==> src/rtl/writeback_unit.sv <==
// writeback_unit: merges single-cycle ALU results and buffered load returns
// into one registered register-file write per cycle, and tracks outstanding
// loads per destination register for RAW-hazard stalling in decode.
// Optional feature macro: WB_LOAD_BYPASS_EN -- when defined, a load arriving
// at an idle unit (FIFO empty, no ALU write) goes straight to the output
// register instead of through the load FIFO.
module writeback_unit #(
    parameter int FIFO_DEPTH = 4
) (
    input  logic        clk,
    input  logic        reset,
    input  logic        alu_we,
    input  logic [3:0]  alu_addr,
    input  logic [7:0]  alu_data,
    output logic        alu_stall,
    input  logic        ld_issue,
    input  logic [3:0]  ld_issue_addr,
    input  logic        ld_valid,
    output logic        ld_ready,
    input  logic [3:0]  ld_addr,
    input  logic [7:0]  ld_data,
    output logic        rf_write_enable,
    output logic [3:0]  rf_write_addr,
    output logic [7:0]  rf_write_data,
    output logic [15:0] busy_mask,
    output logic [3:0]  fifo_count,
    output logic        err
);

    localparam int PTR_W = (FIFO_DEPTH > 1) ? $clog2(FIFO_DEPTH) : 1;

    // FIFO entry: {destination register, load data}
    typedef logic [11:0] entry_t;

    entry_t             mem_q [FIFO_DEPTH];
    entry_t             mem_d [FIFO_DEPTH];
    logic [PTR_W-1:0]   wr_ptr_q, wr_ptr_d;
    logic [PTR_W-1:0]   rd_ptr_q, rd_ptr_d;
    logic [3:0]         count_q, count_d;
    logic [15:0]        busy_q, busy_d;
    logic               err_q, err_d;
    logic               we_q, we_d;
    logic [3:0]         waddr_q, waddr_d;
    logic [7:0]         wdata_q, wdata_d;

    logic               full;
    logic               empty;
    logic               pop;
    logic               push;
    logic               bypass;
    logic               ld_write;
    entry_t             head;

    assign full  = (count_q == 4'(FIFO_DEPTH));
    assign empty = (count_q == 4'd0);
    assign head  = mem_q[rd_ptr_q];

    // Output-register source selection: full FIFO drains first, then ALU,
    // then any buffered load, then (optionally) a bypassed fresh load.
    always_comb begin
        pop      = 1'b0;
        bypass   = 1'b0;
        ld_write = 1'b0;
        we_d     = 1'b0;
        waddr_d  = waddr_q;
        wdata_d  = wdata_q;
        if (full) begin
            pop      = 1'b1;
            ld_write = 1'b1;
            we_d     = 1'b1;
            waddr_d  = head[11:8];
            wdata_d  = head[7:0];
        end else if (alu_we) begin
            we_d     = 1'b1;
            waddr_d  = alu_addr;
            wdata_d  = alu_data;
        end else if (!empty) begin
            pop      = 1'b1;
            ld_write = 1'b1;
            we_d     = 1'b1;
            waddr_d  = head[11:8];
            wdata_d  = head[7:0];
`ifdef WB_LOAD_BYPASS_EN
        end else if (ld_valid) begin
            bypass   = 1'b1;
            ld_write = 1'b1;
            we_d     = 1'b1;
            waddr_d  = ld_addr;
            wdata_d  = ld_data;
`endif
        end
    end

    // FIFO push/pop bookkeeping; ld_ready is derived from the pre-edge count
    always_comb begin
        push     = ld_valid && !full && !bypass;
        wr_ptr_d = push ? wr_ptr_q + PTR_W'(1) : wr_ptr_q;
        rd_ptr_d = pop  ? rd_ptr_q + PTR_W'(1) : rd_ptr_q;
        count_d  = count_q + {3'b000, push} - {3'b000, pop};
        mem_d    = mem_q;
        if (push) begin
            mem_d[wr_ptr_q] = {ld_addr, ld_data};
        end
    end

    // Scoreboard update (issue beats retire on the same bit) and sticky error
    always_comb begin
        busy_d = busy_q;
        err_d  = err_q;
        if (alu_we && full) begin
            err_d = 1'b1;
        end
        if (ld_write) begin
            if (!busy_q[waddr_d]) begin
                err_d = 1'b1;
            end
            busy_d[waddr_d] = 1'b0;
        end
        if (ld_issue) begin
            busy_d[ld_issue_addr] = 1'b1;
        end
    end

    // Control and output registers, cleared by asynchronous reset
    always_ff @(posedge clk or posedge reset) begin
        if (reset) begin
            wr_ptr_q <= '0;
            rd_ptr_q <= '0;
            count_q  <= '0;
            busy_q   <= '0;
            err_q    <= 1'b0;
            we_q     <= 1'b0;
            waddr_q  <= '0;
            wdata_q  <= '0;
        end else begin
            wr_ptr_q <= wr_ptr_d;
            rd_ptr_q <= rd_ptr_d;
            count_q  <= count_d;
            busy_q   <= busy_d;
            err_q    <= err_d;
            we_q     <= we_d;
            waddr_q  <= waddr_d;
            wdata_q  <= wdata_d;
        end
    end

    // FIFO storage; contents are meaningless once pointers/count are reset
    always_ff @(posedge clk) begin
        mem_q <= mem_d;
    end

    assign alu_stall       = full;
    assign ld_ready        = !full;
    assign rf_write_enable = we_q;
    assign rf_write_addr   = waddr_q;
    assign rf_write_data   = wdata_q;
    assign busy_mask       = busy_q;
    assign fifo_count      = count_q;
    assign err             = err_q;

endmodule
==> config.mk <==
export PLATFORM = sky130hd
export DESIGN_NAME = writeback_unit
export DESIGN_NICKNAME = d
export VERILOG_FILES = /design/src/rtl/writeback_unit.sv
export SDC_FILE = /design/constraint.sdc
export NUM_CORES = 1
export LEC_CHECK = 0
export CORE_ASPECT_RATIO = 1.4
export CORE_MARGIN = 4
export CORE_UTILIZATION = 30
export CTS_BUF_LIST = sky130_fd_sc_hd__clkbuf_8
export DETAILED_ROUTE_END_ITERATION = 8
export SETUP_SLACK_MARGIN = 0.1
export SLEW_MARGIN = 30
export SYNTH_ARGS = -nofsm -noshare
export SYNTH_HDL_FRONTEND = slang
export SYNTH_SLANG_ARGS = --single-unit
==> constraint.sdc <==
create_clock -name clk -period 2.49 [get_ports clk]
set_input_delay 0.249 -clock clk [delete_from_list [all_inputs] [get_ports clk]]
set_output_delay 0.249 -clock clk [all_outputs]
set_load 0.05 [all_outputs]
# == Yosys cells after proc, flatten, opt, wreduce, memory -nomap -nowiden ==
# Index checks and enable logic that the tools add are counted.
# classes
n_eq_ne,2
mux,28
magnitude_cmp,7
add_sub_neg,4
bitwise_logic,5
reduce_logical,7
# ops
cell,n
bitwise mux 48 bit,1
two-way mux 12 bit,3
two-way mux 16 bit,2
binary-select mux 12 bit (select 2 bit),1
demux 12 bit (select 2 bit),1
two-way mux 8 bit,3
AND 16 bit,1
NOT 16 bit,1
OR 16 bit,1
two-way mux 4 bit,3
two-way mux 1 bit,11
"< comparator 4 x 5 -> 1 bit, second input constant",2
demux 1 bit (select 4 bit),2
">= comparator 4 x 1 -> 1 bit, second input constant",2
">= comparator 3 bit, second input constant",2
NOT 2 -> 3 bit,2
logical AND 1 bit,5
"adder 2 x 1 -> 2 bit, second input constant",2
adder 4 x 1 -> 4 bit,1
binary-select mux 1 bit (select 4 bit),1
"equality test 4 x 3 -> 1 bit, second input constant",1
zero test 4 bit,1
subtractor 4 x 1 -> 4 bit,1
"< comparator 3 x 1 -> 1 bit, second input constant",1
other kinds (2),2
# totals
wordCells,65
reg_bits,86
out_inout_bits,36
inputBits,33

# == Longest topological paths before layout ==
# logic_depth
ltp_word,16
depth_mapped,13
mapped_depth_nobuf,12

# == Worst setup path before layout ==
# No wires, ideal clock.
# synth_timing
kind,register -> register
from,register count_q[2] (netlist: fifo_count[2])
to,register count_q[3] (netlist: fifo_count[3])
t_arrival_ns,3.098
period_less_slack_ns,3.177
path_stages_with_launch,13
required_ns,2.411
path_buffers,1
setup_slack_ns,-0.687
setup_time_ns,0.079
path_cell_list,dfrtp_1 > ha_1 > or3b_2 > buf_2 > nand2_1 > nand2_1 > inv_1 > ha_1 > inv_1 > ha_1 > a21o_1 > a21oi_1 > xor2_1
# synth_via
elab_chain_len,5
elab_cells_between_ends,9
cone_classes,2 x add/sub; 1 x eq/ne; 3 x mux; 3 x reduce/logical
# synth_rtl
element,line_no,rtl
start: declaration,39,"logic [3:0] count_q, count_d;"
start signal: assignment,138,count_q <= count_d;
equality test 4 x 3 -> 1 bit,54,assign full = (count_q == 4'(FIFO_DEPTH));
zero test 1 bit,--,
named net ld_ready,19,"output logic ld_ready,"
logical AND 1 bit,96,push = ld_valid && !full && !bypass;
adder 4 x 1 -> 4 bit,99,"count_d = count_q + {3'b000, push} - {3'b000, pop};"
subtractor 4 x 1 -> 4 bit,99,
named net count_d[3],39,
# The timed path passes the listed nets, and every way through them passes these cells.
# A chain may end at the register's enable or synchronous reset.

# == Final worst setup path ==
# layout_timing
from,register count_q[2] (netlist: fifo_count[2])
to,register busy_q[0] (netlist: busy_mask[0])
# layout_via
elab_chain_len,13
elab_cells_between_ends,18
cone_classes,2 x order compare; 1 x eq/ne; 10 x mux; 3 x bitwise; 2 x reduce/logical
# layout_rtl
element,line_no,rtl
zero test 4 bit,55,assign empty = (count_q == 4'd0);
two-way mux 4 bit,77,end else if (!empty) begin
two-way mux 4 bit,73,end else if (alu_we) begin
two-way mux 4 bit *,67,if (full) begin
named net waddr_d[2],43,"logic [3:0] waddr_q, waddr_d;"
< comparator 4 x 5 -> 1 bit (not written as such) / >= comparator 4 x 1 -> 1 bit (equally long branches),117,busy_d[waddr_d] = 1'b0;
logical AND 1 bit (not written as such),117,
two-way mux 1 bit (not written as such),117,
demux 1 bit (select 4 bit) *,117,
NOT 16 bit (no line) *,--,
AND 16 bit (no line) *,--,
two-way mux 16 bit *,113,if (ld_write) begin
OR 16 bit (no line),--,
two-way mux 16 bit *,119,if (ld_issue) begin
named net busy_d[0],40,"logic [15:0] busy_q, busy_d;"
end signal: assignment,139,busy_q <= busy_d;
end: declaration,40,
# The timed path passes the listed nets; every way through them passes the cells marked *.

==> impl_results.md <==
* Outcome: finished with violations
* Failing checks: setup timing
* Final hold viol count at 0
* Measured slew at the worst slew-check pin at 0.527 ns
* Initial antenna violation count at 0
* Critical Path Slowest Stage Cell: or4b_4
* Crit Path Max Fanout at 7
* Effective utilization at floorplan at 31.0%
* WL/cell at 17.9 um
* Share of cells above drive strength 1 at 31.9%
* Relative slew slack at 64.9%
* DP Area at 5050 sq um
* Drt drc at 0
* Post-route setup slack at -0.0210 ns
* Via count at 2682
* WHS at 0.331 ns
* Root buffer cell: clkbuf_8
* Largest net degree at the start of global routing at 39
* WS Path Type: reg2reg
* Critical path launch point type: flop
* Post-Syn Area at 3870 sq um
* Final Cell Area at 5490 sq um
* Die Ht at 142 um
* Die X-Extent at 104 um
* Routability cong. at 0.852
* Maximum clock path buffer count at 2
* Synth top area cells: edfxtp_1, dfrtp_1, mux4_2, o21ai_0, ha_1
* Initial DRC count at 105
* Die area at 14800 sq um
* Antenna Nets Post-Route at 0
* Clk slew on worst S/H paths at 0.10 ns
* Top FF cell, synth: edfxtp_1
* Max Cap Violations at 0
* Commonest non-fill, non-tap cells in the layout: clkdlybuf4s50_1, edfxtp_1, dfrtp_1
* Gr ovfl total at 0
* Final #Nets at 424
* CTS tree: built
* Syn Nets at 322
* First-pass GRT wire length at 14800 um
* Worst-path cell chain: inv_2 -> ha_1 -> or4b_4 -> buf_6 -> mux2i_1 -> o211ai_1 -> buf_4 -> or3_4 -> o21ai_2 -> o21ai_1
* Worst VDD drop at 0.531 mV
* RSZ-0062 raised after global routing: true
* Number of global-route vias before repair at 2844
* FMAX at 0.398 GHz
* Synth cell types at 48
* Top cell type's share of synthesized area at 37.3%
* Layout area overhead at 42.0%
* Via density at 5.01
* Final min period at 2.51 ns
* Total GRT Usage at 13.1%
* Kind of cell adding the most delay to the critical path: simple AND/OR/NAND/NOR gates
* Hold Buf Count CTS at 0
* Aggregate negative setup slack at -0.0280 ns
* Num CTS Buffers at 9
* Final setup violating endpoints at 3
* Leakage at 2.07 nW
* Post-synth EDFFs at 48
* Seq/Total Area, Yosys at 61.8%
* IO buf count at 68
* Async SR Flop Fraction at 44.2%
* H-tree Lvls at 3
* Crit. End Element: flop
* Synth warn at 0
* DP Wirelength at 7120 um
* Commonest non-fill, non-tap cell in the layout: clkdlybuf4s50_1
* Final WL at 9560 um
* Clk_skew at 0.0132 ns
* Largest area contributor in the synthesized netlist: edfxtp_1
* CP Data Arrival Time at 2.75 ns
* Worst EP required at 2.73 ns
* Max incr delay on CP at 0.53 ns
* Worst slack, placed at -0.0306 ns
* Final worst-path cycle share at 101%
* DR pass1 iterations at 4
* Pins over their slew limit at 0
* Pwr dens at 1340 nW/um^2
* # fillers at 1153
* Worst-Skew Late Latency at 0.35 ns
* Hold crit path type: in2async
* CP Buf/Inv Count at 3
* CTS sink cnt at 86
* Core area at 12500 sq um
* Yosys reg bits at 86
* # diodes at 0
* IO Pins at 69
* Syn Inst Count at 278
* Syn Area/Cell at 13.9 sq um
* Row cnt at 48
final timing paths:
kind	start	slack (ns)	end	cells after the start
setup / recovery	fifo_count[2]	-0.02	busy_mask[0]	10
hold / removal	reset	0.33	busy_mask[8]	3
setup reg to reg	fifo_count[2]	-0.02	busy_mask[0]	10
hold reg to reg	rf_write_data[2]	0.50	rf_write_data[2]	2
max in group asynchronous	reset	1.76	rd_ptr_q[0]	3
min in group clk	rf_write_data[2]	0.50	rf_write_data[2]	2
cell type report:
cell class                 instances  area [sq um]  area share [%]
sequential                        86          2400            43.6
multi-input combinational        159          1620            29.5
timing repair buffer             101           956            17.4
tap                              150           188            3.42
clock buffer                       9           124            2.26
clock inverter                     7           105            1.91
inverter                          22          97.6            1.78
timing repair inverter             1          7.51           0.137
Yosys cell counts (2+ instances only):
| cell type | number |
|---|---|
| a21o_1 | 2 |
| a21oi_1 | 2 |
| a31oi_1 | 5 |
| and3_1 | 6 |
| and4_1 | 5 |
| buf_2 | 4 |
| buf_6 | 2 |
| clkbuf_1 | 4 |
| dfrtp_1 | 38 |
| edfxtp_1 | 48 |
| ha_1 | 10 |
| inv_1 | 18 |
| inv_2 | 4 |
| mux2i_1 | 11 |
| mux4_2 | 12 |
| nand2_1 | 23 |
| nand2b_1 | 2 |
| nand3_1 | 11 |
| nand3b_1 | 2 |
| nor2_1 | 2 |
| o211a_1 | 2 |
| o21ai_0 | 31 |
| o2bb2ai_1 | 4 |
| o41ai_1 | 2 |
| or3b_2 | 2 |
| xnor2_1 | 3 |
| xor2_1 | 2 |
power breakdown:
group / internal, mW / switching [mW]
Sequential: 1.99 / 0.355
Clock: 0.583 / 0.529
Combinational: 1.57 / 2.31
Total: 4.15 / 3.20
tightest hold or removal path, stage by stage:
cell and delay, ns:
clkdlybuf4s50_1 0.40, inv_1 0.05, buf_4 0.44
cells by family (layout without fill, tap and decap cells):
| logic type | count (synthesis) | count (layout) | synth area share, % |
|---|---|---|---|
| AOI/OAI and AO/OA | 57 | 57 | 10.3 |
| xor gates and xnor gates | 5 | 5 | 1.13 |
| adders and majority gates | 11 | 11 | 3.75 |
| buffers and inverters | 33 | 140 | 3.72 |
| DFF | 86 | 86 | 61.8 |
| muxes | 24 | 24 | 10.1 |
| and+or+nand+nor | 62 | 62 | 9.09 |
per-stage QoR:
stage / total power [mW] / instances / utilization, %
finish: 7.34 / 535 / 44.0
global route: 7.73 / 535 / 44.0
CTS: 7.23 / 531 / 42.8
detailed placement: 6.00 / 512 / 40.4
global placement: 5.94 / 512 / 40.4
floorplan: 4.72 / 278 / -
flip-flops by register name, indices dropped and copies added (netlist names):
register,flops
mem_q,48
rf_write_enable,1
wr_ptr_q,2
err,1
fifo_count,4
rd_ptr_q,2
rf_write_data,8
rf_write_addr,4
busy_mask,16
timing repair:
| action | CTS | global route |
|---|---|---|
| buffers inserted | 2 | 4 |
| setup endpoints to repair | 9 | 20 |
| gates cloned | 1 | 0 |
| resized for setup | 17 | 40 |
| pin swaps | 6 | 12 |
metal layers:
layer / track usage, % / wire length [um]
met5: 0 / 0
met4: 6.30 / 266
met3: 3.13 / 393
met2: 25.2 / 5370
met1: 13.1 / 3530
Note: power is estimated with default switching activity, not from simulation.
==> RTL edit 1: new RTL, config.mk and constraints unchanged <==
The parameter `FIFO_DEPTH` goes from 4 to 8.
--- a/src/rtl/writeback_unit.sv
+++ b/src/rtl/writeback_unit.sv
@@ -7,3 +7,3 @@
 module writeback_unit #(
-    parameter int FIFO_DEPTH = 4
+    parameter int FIFO_DEPTH = 8
 ) (
Behaviour: not the same (Yosys sat finds a counterexample within 10 cycles, from zero or initial values and one cycle with reset high).
==> RTL edit 1 against the original RTL <==
- the run still ends with negative setup slack left
- maximum frequency decreased by 5.8%
- design area grew 38%
- critical path depth is 1 higher
- synthesized cell count is 26% higher
- synthesized area grew 45%
- wire length rose by 36%
- sequential cell count rose by 50
- worst setup slack got worse by 160 ps
- power up 32%
- highest routed layer is now met5
==> RTL edit 1: results (changes against the original RTL) <==
GRT
  – Vias in the first global route: 3,633 (+28%)
  – Antenna violations before repair: 1 (+1)
  – Largest net degree at the start of global routing: 41 (+5.1%)
  – First-pass GRT wire length: 20.3 mm (+37%)
  – Total global-route track usage: 12.9% (-0.15 points)

Cells and area
  – Layout Nets: 510 (+20%)
  – Largest register FFs: 96 (+100%)
  – ANT cells: 0 (unchanged)
  – Design area: 7550 µm² (+38%)
  – Layout cells sized above 1: 31.0% (-0.97 points)
  – Most flops, register: mem_q
  – Fill count: 1,654 (+43%)

Detailed routing
  – DR iter-0 viols: 258 (+150%)
  – Via count: 3,438 (+28%)
  – Initial DRT Pass Iterations: 5 (+1)
  – Routed len/inst: 17.9 µm (+0.35%)

STA
  – Worst Clk Skew: 11.7 ps (-1.46 ps)
  – Hold_ws: 234 ps (-96.1 ps)
  – Final setup TNS: -177 ps (-149 ps)
  – Post-route setup slack: -177 ps (-156 ps)
  – Final setup fails: 1 (-2)
  – Max_slew headroom: 63.3% (-1.6 points)

Worst setup path
  – Arrival @ worst endpoint: 3010 ps (+260 ps)
  – R2R Path End: err$_DFF_PP0_
  – Reg2reg path depth: 11 (+1)
  – CP Capture Type: flip-flop
  – Crit path max fanout: 8 (+1)

Clock network
  – Clock transition at the registers of the reported paths: 90 ps
  – H-tree depth: 4 (+1)
  – CTS Buffer Depth: 2 (unchanged)
  – TritonCTS buffer count: 17 (+8)
  – Clock latency on the worst-skew pair: 430 ps (+80 ps)

Placed design
  – HPWL after DPL: 9.17 mm (+29%)
  – Post-DP Area: 6930 µm² (+37%)
  – Gpl congestion: 0.945 (+11%)

Yosys
  – Async set-or-reset flop fraction in the synthesized netlist: 29.4% (-15 points)
  – Seq/Total Area, Yosys: 69.1% (+7.2 points)
  – Syn_nets: 392 (+22%)
  – Synth top cells by count: edfxtp_1 (96), dfrtp_1 (40), o21ai_0 (39), nand2_1 (23)
  – Post-synth EDFFs: 96 (+100%)
  – Largest cells by area after synthesis: edfxtp_1 (51%), dfrtp_1 (18%), mux4_2 (6.8%), o21ai_0 (3.5%), mux2i_1 (3.0%)
  – Cell variety after synth: 45 (-6.3%)

Power and ir drop
  – Design internal power: 5790 µW (+40%)
  – Leakage: 0.00272 µW (+32%)
  – Maximum vdd drop: 0.392 mV (-26%)

Status
  – Status: finished, violations left
  – Failing checks: negative setup slack
[RTL edit 1: final cells by class]
class | instances | area share [%]
Clock buffer | 17 | 3.10
Clock inverter | 15 | 2.04
Inverter | 15 | 0.828
Multi-Input combinational cell | 185 | 24.0
Sequential cell | 136 | 51.5
Tap cell | 244 | 4.04
Timing Repair Buffer | 113 | 14.5
[RTL edit 1: logic make-up (layout without fill, tap and decap cells)]
logic type / after synthesis / after routing / share of synthesized area, %
buf+inv: 29 / 160 / 2.29
mux: 43 / 43 / 13.0
xor+xnor: 5 / 5 / 0.779
compound gates: 67 / 67 / 7.39
fa+ha+maj: 9 / 9 / 2.14
flops: 136 / 136 / 69.1
simple gates: 61 / 61 / 5.36
[RTL edit 1: power groups by stage]
stage / Combinational (µW) / Clock (µW) / Sequential (µW)
finish: 4560 / 1780 / 3390
global route: 4880 / 1940 / 3470
CTS: 4340 / 1830 / 3390
detailed placement: 4180 / 0 / 3420
global placement: 4130 / 0 / 3390
floorplan: 1900 / 0 / 4220
[RTL edit 1: routing by layer]
metal | routed length, µm | global-route usage [%] | vias to the layer above
li1 | - | - | 1588
met1 | 4890 | 13.9 | 1732
met2 | 7170 | 23.6 | 95
met3 | 577 | 3.42 | 21
met4 | 342 | 5.35 | 2
met5 | 13 | 0 | -
[RTL edit 1: what timing repair did]
| item | in CTS | in global routing |
|---|---|---|
| hold endpoints to repair | 0 | 0 |
| cloned | 0 | 1 |
| buffers inserted | 7 | 6 |
| gates resized for setup | 18 | 38 |
| pin swaps | 5 | 4 |
| endpoints found under the setup margin | 20 | 19 |
[RTL edit 1: worst min path at each step]
stage | from | end | cells past startpoint
2_1_floorplan | ld_data[0] | mem_q[0]$_DFFE_PP_ | 0
3_3_place_gp | busy_mask[15]$_DFF_PP0_ | busy_mask[15]$_DFF_PP0_ | 2
3_5_place_dp | err$_DFF_PP0_ | err$_DFF_PP0_ | 2
4_1_cts | reset | rf_write_data[3]$_DFFE_PP0P_ | 3
5_1_grt | reset | rf_write_data[3]$_DFFE_PP0P_ | 3
6_report | reset | rf_write_data[3]$_DFFE_PP0P_ | 3
[RTL edit 1: critical path, cell delays in order, from the launching register on]
cell and delay (ps):
dfrtp_2 430, inv_4 70, ha_4 120, or3b_4 410, clkinvlp_4 110, o22ai_4 70, a31oi_4 360, buf_6 160
mux2i_2 250, nand2_1 100, a41o_1 250, o31ai_2 240
[RTL edit 1: per-stage QoR]
step / instances / power (µW) / worst slack (ps)
floorplan: 350 / 6110 / -286
global placement: 679 / 7520 / -157
detailed placement: 679 / 7600 / -254
CTS: 718 / 9550 / -171
global route: 725 / 10300 / -264
finish: 725 / 9730 / -177
==> RTL edit 2: new RTL, same settings <==
Without the edit above. Put one more register stage on the output `fifo_count`, cleared by the reset. The value now appears one clock later. The other outputs are not delayed to match.
--- a/src/rtl/writeback_unit.sv
+++ b/src/rtl/writeback_unit.sv
@@ -157,3 +157,9 @@
     assign busy_mask       = busy_q;
-    assign fifo_count      = count_q;
+    always_ff @(posedge clk or posedge reset) begin
+        if (reset) begin
+            fifo_count <= '0;
+        end else begin
+            fifo_count <= count_q;
+        end
+    end
     assign err             = err_q;
Formal check against the unedited RTL: not equivalent (Yosys sat finds a counterexample within 4 cycles, from zero or initial values and one cycle with reset high).
==> RTL edit 2 against the original RTL <==
- synthesized area increased by 0.55%
- first-iteration DRC count decreased by 21%
- utilization decreased by 2.0 points
- design area decreased by 2.6%
- hold slack got worse by 26 ps
- combinational power decreased by 5.2%
- worst setup slack improved by 42 ps
- sequential cell count increased by 4
- die area increased by 0.52%
- power decreased by 3.9%
- wire length decreased by 6.2%
- sequential power increased by 3%
- critical path type unchanged
==> RTL edit 2: results (changes against the original RTL) <==
Worst setup path
  – Crit path max fanout: 4 (-3)
  – R2R setup slack: 20 ps (+40 ps)
  – Arrival @ worst endpoint: 2720 ps (-30 ps)

Detailed routing
  – Total Wirelength: 8.96 mm (-6.2%)
  – Via count: 2,545 (-5.1%)
  – Routed metal-1 wirelength: 3.27 mm (-7.3%)
  – DR iter-0 viols: 83 (-21%)

Yosys
  – Largest cells by area after synthesis: edfxtp_1 (37%), dfrtp_1 (27%), mux4_2 (5.2%), mux2i_1 (3.6%), ha_1 (3.2%)
  – Async set-or-reset flop fraction in the synthesized netlist: 46.7% (+2.5 points)

GRT
  – GR Util met2: 23.0% (-2.2 points)
  – Vias in the first global route: 2,655 (-6.6%)
  – Total global-route track usage: 12.4% (-0.70 points)
  – M3 GR Usage: 2.62% (-0.51 points)
  – First-pass GRT wire length: 14.2 mm (-4.5%)
  – GRT met1 Usage: 13.0% (-0.11 points)

Cells and area
  – Inverter count: 11 (-52%)
  – Multi-input combinational area share: 27.1% (-2.4 points)
  – Layout cells sized above 1: 28.0% (-3.9 points)
  – Clock network area share: 3.62% (-0.54 points)
  – Fraction of area in registers: 46.6% (+3.0 points)
  – Multi-input gates: 157 (-1.3%)

STA
  – Worst Clk Skew: 5.01 ps (-8.15 ps)
  – Hold_ws: 305 ps (-25.7 ps)

Placed design
  – Post-Place Setup Slack: -62.5 ps (-32.0 ps)
  – HPWL after DPL: 6.82 mm (-4.1%)

Floorplanning
  – Tapcells: 153 (+2.0%)

Status
  – Status: finished, final reports clean
RTL edit 2: cell types whose count changed after synthesis, sizes merged, moves of 3 or more:
cell and change:
a31oi -5, and2 +3, and4 -6, buf -3, dfrtp +4, inv -11, mux2 +3, mux2i +3
nand2 +6, nand2b +3, nand3 -4, o21ai -6, o2bb2ai +4
RTL edit 2: power groups by stage:
stage | clock [µW] | sequential, µW | combinational (µW)
floorplan | 0 | 3260 | 1340
global placement | 0 | 2430 | 3320
detailed placement | 0 | 2440 | 3360
CTS | 1000 | 2410 | 3550
global route | 1070 | 2470 | 3900
finish | 964 | 2420 | 3680
RTL edit 2: repair_timing:
action	CTS	global route
resized for setup	28	31
setup buffers	10	1
endpoints found under the setup margin	18	20
pin swaps	9	8
cloned	0	0
RTL edit 2: worst max-delay path, stage by stage (launching register included):
cell       delay (ps)
dfrtp_1           420
ha_2              200
or4b_4            510
buf_4             160
mux2i_1           110
o211ai_1          170
buf_4             180
nor2b_4            40
a32o_2            270
a221oi_2          210
a2bb2oi_1          90
